===== config.mk =====
export PLATFORM = sky130hd
export DESIGN_NAME = seq_divider
export DESIGN_NICKNAME = d
export VERILOG_FILES = /design/src/rtl/seq_divider.sv
export SDC_FILE = /design/constraint.sdc
export NUM_CORES = 1
export LEC_CHECK = 0
export ABC_AREA = 0
export CAP_MARGIN = 5
export CORE_ASPECT_RATIO = 0.5
export CORE_MARGIN = 2
export CORE_UTILIZATION = 45
export DETAILED_ROUTE_END_ITERATION = 8
export PLACE_DENSITY = 0.75
export RECOVER_POWER = 100
export SLEW_MARGIN = 10
export SYNTH_ARGS = -nofsm -noshare
export SYNTH_HDL_FRONTEND = slang
export SYNTH_SLANG_ARGS = --single-unit
export TNS_END_PERCENT = 50

===== constraint.sdc =====
create_clock -name CLK -period 3.4 [get_ports CLK]
set_input_delay 0.85 -clock CLK [delete_from_list [all_inputs] [get_ports CLK]]
set_output_delay 0.85 -clock CLK [all_outputs]
set_load 0.01 [all_outputs]

===== src/rtl/seq_divider.sv =====
// Multi-cycle radix-2 restoring divider with start/done handshake, remainder output,
// per-operation signed/unsigned mode, and divide-by-zero / overflow reporting.
module seq_divider #(
    parameter int DEVIDENT_LENGTH = 10,
    parameter int DIVISOR_LENGTH  = 5
) (
    input  logic                       CLK,
    input  logic                       RST_n,
    input  logic                       Start,
    input  logic                       Signed,
    input  logic [DEVIDENT_LENGTH-1:0] OperA,
    input  logic [DIVISOR_LENGTH-1:0]  OperD,
    output logic                       Busy,
    output logic                       Done,
    output logic [DEVIDENT_LENGTH-1:0] Quotient,
    output logic [DIVISOR_LENGTH-1:0]  Remainder,
    output logic                       DivByZero,
    output logic                       Overflow
);

    localparam int N  = DEVIDENT_LENGTH;
    localparam int M  = DIVISOR_LENGTH;
    localparam int CW = (N > 2) ? $clog2(N) : 1;

    localparam logic [1:0] IDLE = 2'd0;
    localparam logic [1:0] CALC = 2'd1;
    localparam logic [1:0] FIX  = 2'd2;

    logic [1:0]    state;
    logic [CW-1:0] bitCnt;
    logic [N-1:0]  dvdReg;     // holds |A| on entry, shifts into the quotient
    logic [M-1:0]  divReg;     // |D|
    logic [M:0]    remReg;     // partial remainder
    logic          negQuot;
    logic          negRem;
    logic          zeroReg;
    logic          ovfReg;

    logic          aNeg;
    logic          dNeg;
    logic [N-1:0]  aAbs;
    logic [M-1:0]  dAbs;
    logic          ovfDetect;
    logic [M:0]    shifted;
    logic [M+1:0]  trial;
    logic          qBit;
    logic [N-1:0]  quotFinal;
    logic [M-1:0]  remFinal;

    assign aNeg      = Signed & OperA[N-1];
    assign dNeg      = Signed & OperD[M-1];
    assign aAbs      = aNeg ? -OperA : OperA;
    assign dAbs      = dNeg ? -OperD : OperD;
    assign ovfDetect = Signed && (OperA == {1'b1, {(N-1){1'b0}}}) && (OperD == '1);

    // NOTE: every always_comb output gets a default first so no latch is inferred.
    always_comb begin
        shifted   = {remReg[M-1:0], dvdReg[N-1]};
        trial     = {1'b0, shifted} - {2'b00, divReg};
        qBit      = ~trial[M+1];
        quotFinal = negQuot ? -dvdReg : dvdReg;
        remFinal  = negRem ? -remReg[M-1:0] : remReg[M-1:0];
    end

    // NOTE: sequential state uses non-blocking assignments so every register
    // samples pre-edge values regardless of statement order.
    always_ff @(posedge CLK or negedge RST_n) begin
        if (!RST_n) begin
            state     <= IDLE;
            bitCnt    <= '0;
            dvdReg    <= '0;
            divReg    <= '0;
            remReg    <= '0;
            negQuot   <= 1'b0;
            negRem    <= 1'b0;
            zeroReg   <= 1'b0;
            ovfReg    <= 1'b0;
            Busy      <= 1'b0;
            Done      <= 1'b0;
            Quotient  <= '0;
            Remainder <= '0;
            DivByZero <= 1'b0;
            Overflow  <= 1'b0;
        end else begin
            Done <= 1'b0;
            case (state)
                IDLE: begin
                    if (Start) begin
                        dvdReg  <= aAbs;
                        divReg  <= dAbs;
                        remReg  <= '0;
                        bitCnt  <= '0;
                        negQuot <= aNeg ^ dNeg;
                        negRem  <= aNeg;
                        zeroReg <= (OperD == '0);
                        ovfReg  <= ovfDetect;
                        Busy    <= 1'b1;
                        state   <= (OperD == '0) ? FIX : CALC;
                    end
                end
                CALC: begin
                    dvdReg <= {dvdReg[N-2:0], qBit};
                    remReg <= qBit ? trial[M:0] : shifted;
                    bitCnt <= bitCnt + 1'b1;
                    if (bitCnt == CW'(N-1))
                        state <= FIX;
                end
                FIX: begin
                    // Zero divisor bypasses CALC, so the datapath registers are not meaningful here.
                    Quotient  <= zeroReg ? '1 : quotFinal;
                    Remainder <= zeroReg ? '0 : remFinal;
                    DivByZero <= zeroReg;
                    Overflow  <= ovfReg;
                    Busy      <= 1'b0;
                    Done      <= 1'b1;
                    state     <= IDLE;
                end
                default: state <= IDLE;
            endcase
        end
    end

endmodule


==> impl_results.md, run 1 <==
* Status: finished clean
* RSZ-0062 raised after global routing: false
* 1st-iter DRT viols at roughly 190
* Critical path launch point type: input port
* Mapped Area at approximately 0.0027 mm^2
* Sequential area share after synthesis at 0.4552
* Largest stage delay on the critical path at around 0.66 ns
* Post_cts resized at 0
* Worst setup path class: in -> reg
* Final Skew at 0.003408 ns
* Final period utilization at 0.7717
* WP buf/inv at 1
* Critical-path top delay cell: dlygate4sd3_1
* Reg clk slew, reported paths at about 0.06 ns
* Rows at 19
* Yosys reg bits at ~50
* Gp weighted congestion at between 0.8 and 0.9
* First-pass GRT wire length at about 10000 um
* Setup violators final at 0
* Finished Core Util at 0.5836
* Fill cells at 501
* Die ar. at roughly 0.0067 mm^2
* Yosys warning count at 0
* Routed wire per std cell at approximately 16 um
* CTS Hold Bufs at 0
* Worst-path fanout max at 14
* Initial antenna violation count at 0
* Core Area at around 0.0056 mm^2
* Overall die width at 113.4 um
* Total global routing track utilization at 0.1973
* Die Span Y at 58.71 um
* Root Driver: clkbuf_16
* Post-synth cell types at 46
* Clk_lat worst skew at 0.29 ns
* Leak pwr at roughly 1.5 nW
* Share of layout cells above drive strength 1 at 0.04334
* Largest net degree at the start of global routing at 50
* Vias in the first global route at 2089
* Reg2Reg Setup Slack at 1.00 ns
* Hpwl dp at 4634 um
* Overflow after GRT at 0
* Area Growth Syn to Fin at 22.06%
* Slew @ Worst Pin at 1.158 ns
* Total negative setup slack at 0 ns
* Synthesized Nets at approximately 320
* FMAX at about 380 MHz
* Max Cap Violations at 0
* Syn Inst Count at about 290
* Antenna diode instance count at 0
* CTS max path bufs at 2
* Post-route ant nets at 0
* Min Tclk post-route at between 2 and 3 ns
* Syn Area/Cell at 9.419 um^2
* PwrDens at ~900 mW/mm^2
* Worst slew margin at 0.2280
* Worst vdd ir at about 0.34 mV
* Most frequent cells in the layout: 49 x dfrtp_1, 30 x nor2_1, 27 x nand2_1
* Routed vias/inst at about 5.8
* Critical path arrival at around 2.8 ns
* CP Cell Sequence: dlygate4sd3_1 -> nor2b_1 -> and2_0 -> nand3_1 -> o21ai_0
* Delay-heaviest family, CP: simple AND/OR/NAND/NOR gates
* Initial core utilization at 0.4781
* CTS tree: yes
* Most common cell after layout, fill and taps aside: dfrtp_1
* Critical path endpoint category: register
* CTS Buf Count at 5
* First-pass detailed-route iteration total at 5
* Worst Path Required at about 3.6 ns
* Hold Path Class: reg -> reg
* Post CTS Setup Buffer Count at 0
* Via count at between 2000 and 2500
* Port Buf Inserts at 37
* H-tree levels at 2
* Final wirelength at 6176 um
* Fin. Hold Viols at 0
* Fin nets at ~360
* DRC at 0
* Io pins at 38
* CTS Sinks at 49
* Slew Limit Fails at 0
==> stage by stage <==
stage | worst slack, ns | hold WS (ns) | instances | power, mW | instance area, um^2
final | 0.7763 | 0.4749 | 396 | 2.957 | 3288
after global routing | 0.6080 | 0.5091 | 396 | 3.185 | 3288
after CTS | 1.085 | 0.4838 | 396 | 3.008 | 3288
after detailed placement | 0.7718 | 0.4679 | 388 | 2.416 | 3112
after global placement | 0.8117 | 0.4614 | 388 | 2.340 | 3112
after floorplan | 1.445 | 0.4386 | 286 | 1.962 | 2694
==> cells by family (layout without fill, tap and decap cells) <==
logic type      Yosys count  in the layout  share of synthesized area
xor+xnor                 23             23                    0.07478
mux                       5              5                    0.01858
compound gates           81             81                     0.1979
fa+ha+maj                14             14                    0.06781
flops                    49             49                     0.4552
buf+inv                  30             67                    0.04505
simple gates             84             84                     0.1407
==> path summary, 6_finish.rpt <==
path                                       start                      end  cells after the start
min in group asynchronous                  RST_n    divReg[2]$_DFFE_PN0P_                      1
max in group asynchronous                  RST_n  Quotient[4]$_DFFE_PN0P_                      1
hold / removal              Overflow$_DFFE_PN0P_     Overflow$_DFFE_PN0P_                      2
setup reg to reg           dvdReg[9]$_DFFE_PN0P_    remReg[0]$_DFFE_PN0P_                      8
setup / recovery                           Start      negQuot$_DFFE_PN0P_                      5
hold reg to reg             Overflow$_DFFE_PN0P_     Overflow$_DFFE_PN0P_                      2
==> registers in the layout, summed over array words and instances (netlist names) <==
name and flops:
Quotient 10, dvdReg 10, Remainder 5, divReg 5, remReg 5, bitCnt 4, state 2, Busy 1
DivByZero 1, Done 1, Overflow 1, negQuot 1, negRem 1, ovfReg 1, zeroReg 1
==> layer usage <==
metal,wire (um),share of wire,GRT usage
met3,563,0.091,0.06591
met5,0,0,0
met2,2735,0.44,0.2968
met4,68,0.011,0.05575
met1,2809,0.45,0.2764
==> final cells by class <==
| cell class | count | area, um^2 | area share |
|---|---|---|---|
| repair buffers | 37 | 365.4 | 0.1111 |
| flip-flops and latches | 49 | 1226 | 0.3729 |
| clock buffers | 6 | 138.9 | 0.04224 |
| clock inverters | 2 | 37.54 | 0.01142 |
| inverters | 22 | 82.58 | 0.02511 |
| multi-input cells | 207 | 1346 | 0.4094 |
| well taps | 73 | 91.34 | 0.02778 |
==> synth_stat cells (all sizes together) <==
master,n,share of area
o311ai,1,0.0033
a21boi,1,0.0028
o221ai,2,0.0065
fa,1,0.0074
nand2,27,0.038
o2bb2ai,1,0.0033
a2bb2oi,2,0.0065
nor3b,1,0.0028
xnor2,16,0.052
o22ai,6,0.014
nor2,30,0.042
inv,22,0.031
a31oi,7,0.016
a2111oi,1,0.0033
xor2,7,0.023
nand2b,2,0.0046
o41ai,2,0.0093
a22oi,4,0.011
a21o,2,0.0056
or3,1,0.0023
mux2i,5,0.019
nand3,7,0.013
a22o,3,0.0098
clkbuf,6,0.0084
o21ai,21,0.039
buf,2,0.0060
and2,2,0.0046
nor2b,4,0.0093
dfrtp,49,0.46
a211oi,1,0.0028
nand4,2,0.0046
nor4b,1,0.0033
nor3,4,0.0074
nor4,1,0.0023
or4,2,0.0070
ha,13,0.060
a21oi,19,0.037
o31ai,7,0.025
a32oi,1,0.0033
==> tightest hold or removal path: cells and delay by family (launching register included) <==
kind	cells	cell delay, ns
DFF	1	0.34
and+or+nand+nor	2	0.10
==> where the power goes <==
group          switching (mW)  internal (mW)
clock network           0.212          0.367
logic                   0.681          0.597
registers               0.271          0.830
Power figures use the tool's default switching activity.
==> run 2: changes to the inputs <==
==> constraint.sdc (replaced) <==
create_clock -name CLK -period 2.45 [get_ports CLK]
set_input_delay 0.6125 -clock CLK [delete_from_list [all_inputs] [get_ports CLK]]
set_output_delay 0.6125 -clock CLK [all_outputs]
set_load 0.01 [all_outputs]
==> impl_results.md, run 2 (synthesis gave the netlist of run 1 again) <==
* Status: finished clean (unchanged)
* Port Buf Inserts at 37 (unchanged)
* Combinational Power Share at 0.441 (was 0.432)
* Rows at 19 (unchanged)
* Critical path launch point type: input port (unchanged)
* Final Skew at 0.003248 ns (was 0.003408 ns)
* Io pins at 38 (unchanged)
* Post-route ant nets at 0 (unchanged)
* First-pass GRT wire length at 10550 um (was 10210 um)
* Area Growth Syn to Fin at 23.13% (was 22.06%)
* RSZ-0062 raised after global routing: false (unchanged)
* Min Tclk post-route at around 2.2 ns
* Routed wire per std cell at 15.51 um (was 15.60 um)
* Most common cell after layout, fill and taps aside: dfrtp_1 (unchanged)
* CTS Hold Bufs at 0 (unchanged)
* Sw Share at 0.3930 (was 0.3933)
* CTS Buf Count at 5 (unchanged)
* Vias in the first global route at 2135 (was 2089)
* Internal Pwr Total at 2.482 mW (was 1.794 mW)
* Root Driver: clkbuf_16 (unchanged)
* CTS tree: yes (unchanged)
* CTS Sinks at 49 (unchanged)
* Clk_lat worst skew at 0.29 ns (about the same)
* Hpwl dp at 4826 um (was 4634 um)
* Critical path endpoint category: register (unchanged)
* CTS max path bufs at 2 (unchanged)
* Critical-path top delay cell: dlygate4sd3_1 (unchanged)
* Post_cts resized at 0 (unchanged)
* Worst vdd ir at 0.4871 mV (was 0.3432 mV)
* Finished Core Util at 0.5887 (was 0.5836)
* Total global routing track utilization at 0.2063 (was 0.1973)
* DRC at 0 (unchanged)
* Reg power frac at 0.373 (was 0.372)
* Worst slew margin at 0.4069 (was 0.2280)
* Die ar. at 0.006659 mm^2 (unchanged)
* 1st-iter DRT viols at 170 (was 186)
* Routed vias/inst at 5.625 (was 5.760)
* Delay-heaviest family, CP: simple AND/OR/NAND/NOR gates (unchanged)
* Fin. Hold Viols at 0 (unchanged)
* Initial core utilization at 0.4781 (unchanged)
* Leak pwr at 1.495 nW (was 1.473 nW)
* Core Area at 0.005634 mm^2 (unchanged)
* Largest net degree at the start of global routing at 22 (was 50)
* Slew @ Worst Pin at 0.8897 ns (was 1.158 ns)
* Hold_ws at 0.4204 ns (was 0.4749 ns)
* Worst setup path class: in -> reg (unchanged)
* Critical path arrival at 2.39 ns (was 2.82 ns)
* Overflow after GRT at 0 (unchanged)
* Die Span Y at 58.71 um (unchanged)
* PwrDens at 1233 mW/mm^2 (was 899.4 mW/mm^2)
* H-tree levels at 2 (unchanged)
* Reg2Reg Setup Slack at 0.38 ns (was 1.00 ns)
* Post CTS Setup Buffer Count at 0 (unchanged)
* Antenna diode instance count at 0 (unchanged)
* P_sw at 1.607 mW (was 1.163 mW)
* Overall Power at 4.089 mW (was 2.957 mW)
* Reg clk slew, reported paths at 0.06 ns (about the same)
* Setup violators final at 0 (unchanged)
* WP buf/inv at 1 (unchanged)
* Largest regs: Quotient (10), dvdReg (10) (unchanged)
* Hold Path Class: in -> async (was reg -> reg)
* Final period utilization at 0.8904
* Via count at 2267 (was 2281)
* Fin nets at 363 (was 355)
* Total negative setup slack at 0 ns (unchanged)
* Clk pwr share at 0.186 (was 0.196)
* Slew Limit Fails at 0 (unchanged)
* First-pass detailed-route iteration total at 5 (unchanged)
* Final wirelength at 6250 um (was 6176 um)
* Overall die width at 113.4 um (unchanged)
* CP Cell Sequence: dlygate4sd3_1 -> nor2b_1 -> and2_1 -> nand3_1 -> o21ai_0 (was dlygate4sd3_1 -> nor2b_1 -> and2_0 -> nand3_1 -> o21ai_0)
* Max Cap Violations at 0 (unchanged)
* Gp weighted congestion at 0.9477 (was 0.8926)
* Worst-path fanout max at 14 (unchanged)
* Share of layout cells above drive strength 1 at 0.05152 (was 0.04334)
* Most frequent cells in the layout: 49 x dfrtp_1, 30 x nor2_1, 27 x nand2_1 (unchanged)
* Worst Path Required at 2.66 ns (was 3.60 ns)
* Initial antenna violation count at 0 (unchanged)
* Largest stage delay on the critical path at 0.66 ns (about the same)
* FMAX at 458.4 MHz
-- run 2: changes by cell type in the layout (fill, tap and decap cells not counted) --
cell and delta:
and2_0 -1, and2_1 +1, buf_4 +4, clkbuf_1 +4, clkbuf_8 -1, clkinv_2 +1
clkinvlp_4 -1, o21ai_0 -1, o21ai_1 +1
-- run 2: layer usage --
metal	track usage	up-vias	wire length, um
met5	0	-	0
met4	0.07491	0	85
met3	0.04119	10	348
met2	0.3208	69	2713
met1	0.2927	1087	3103
li1	-	1101	-
-- run 2: per-stage QoR --
step                std cells  area, um^2  worst slack (ns)
finish                    403        3317            0.2684
global route              403        3317            0.1710
CTS                       403        3332            0.3835
detailed placement        396        3172           0.09591
global placement          396        3172            0.1565
floorplan                 286        2694            0.4951
-- run 2: final timing paths --
check	startpoint	endpoint	cells after the start
max	Start	negQuot$_DFFE_PN0P_	5
min	RST_n	remReg[4]$_DFFE_PN0P_	1
max in group asynchronous	RST_n	dvdReg[8]$_DFFE_PN0P_	2
min in group CLK	DivByZero$_DFFE_PN0P_	DivByZero$_DFFE_PN0P_	2
max reg2reg	dvdReg[9]$_DFFE_PN0P_	remReg[0]$_DFFE_PN0P_	8
min reg2reg	DivByZero$_DFFE_PN0P_	DivByZero$_DFFE_PN0P_	2
-- run 2: final cells by class --
type / instances / area [um^2]
fill: 490 / 2317
multi-input combinational: 207 / 1346
sequential: 49 / 1226
timing repair buffer: 45 / 410.4
clock buffer: 5 / 125.1
tap: 73 / 91.34
inverter: 22 / 82.58
clock inverter: 2 / 35.03
-- run 2: power by group through the flow --
stage | logic, mW | registers (mW) | clock network [mW]
detailed placement | 1.84 | 1.54 | 0
global placement | 1.78 | 1.52 | 0
floorplan | 1.25 | 1.48 | 0
CTS | 1.86 | 1.53 | 0.770
finish | 1.80 | 1.53 | 0.761
global route | 2.02 | 1.59 | 0.803
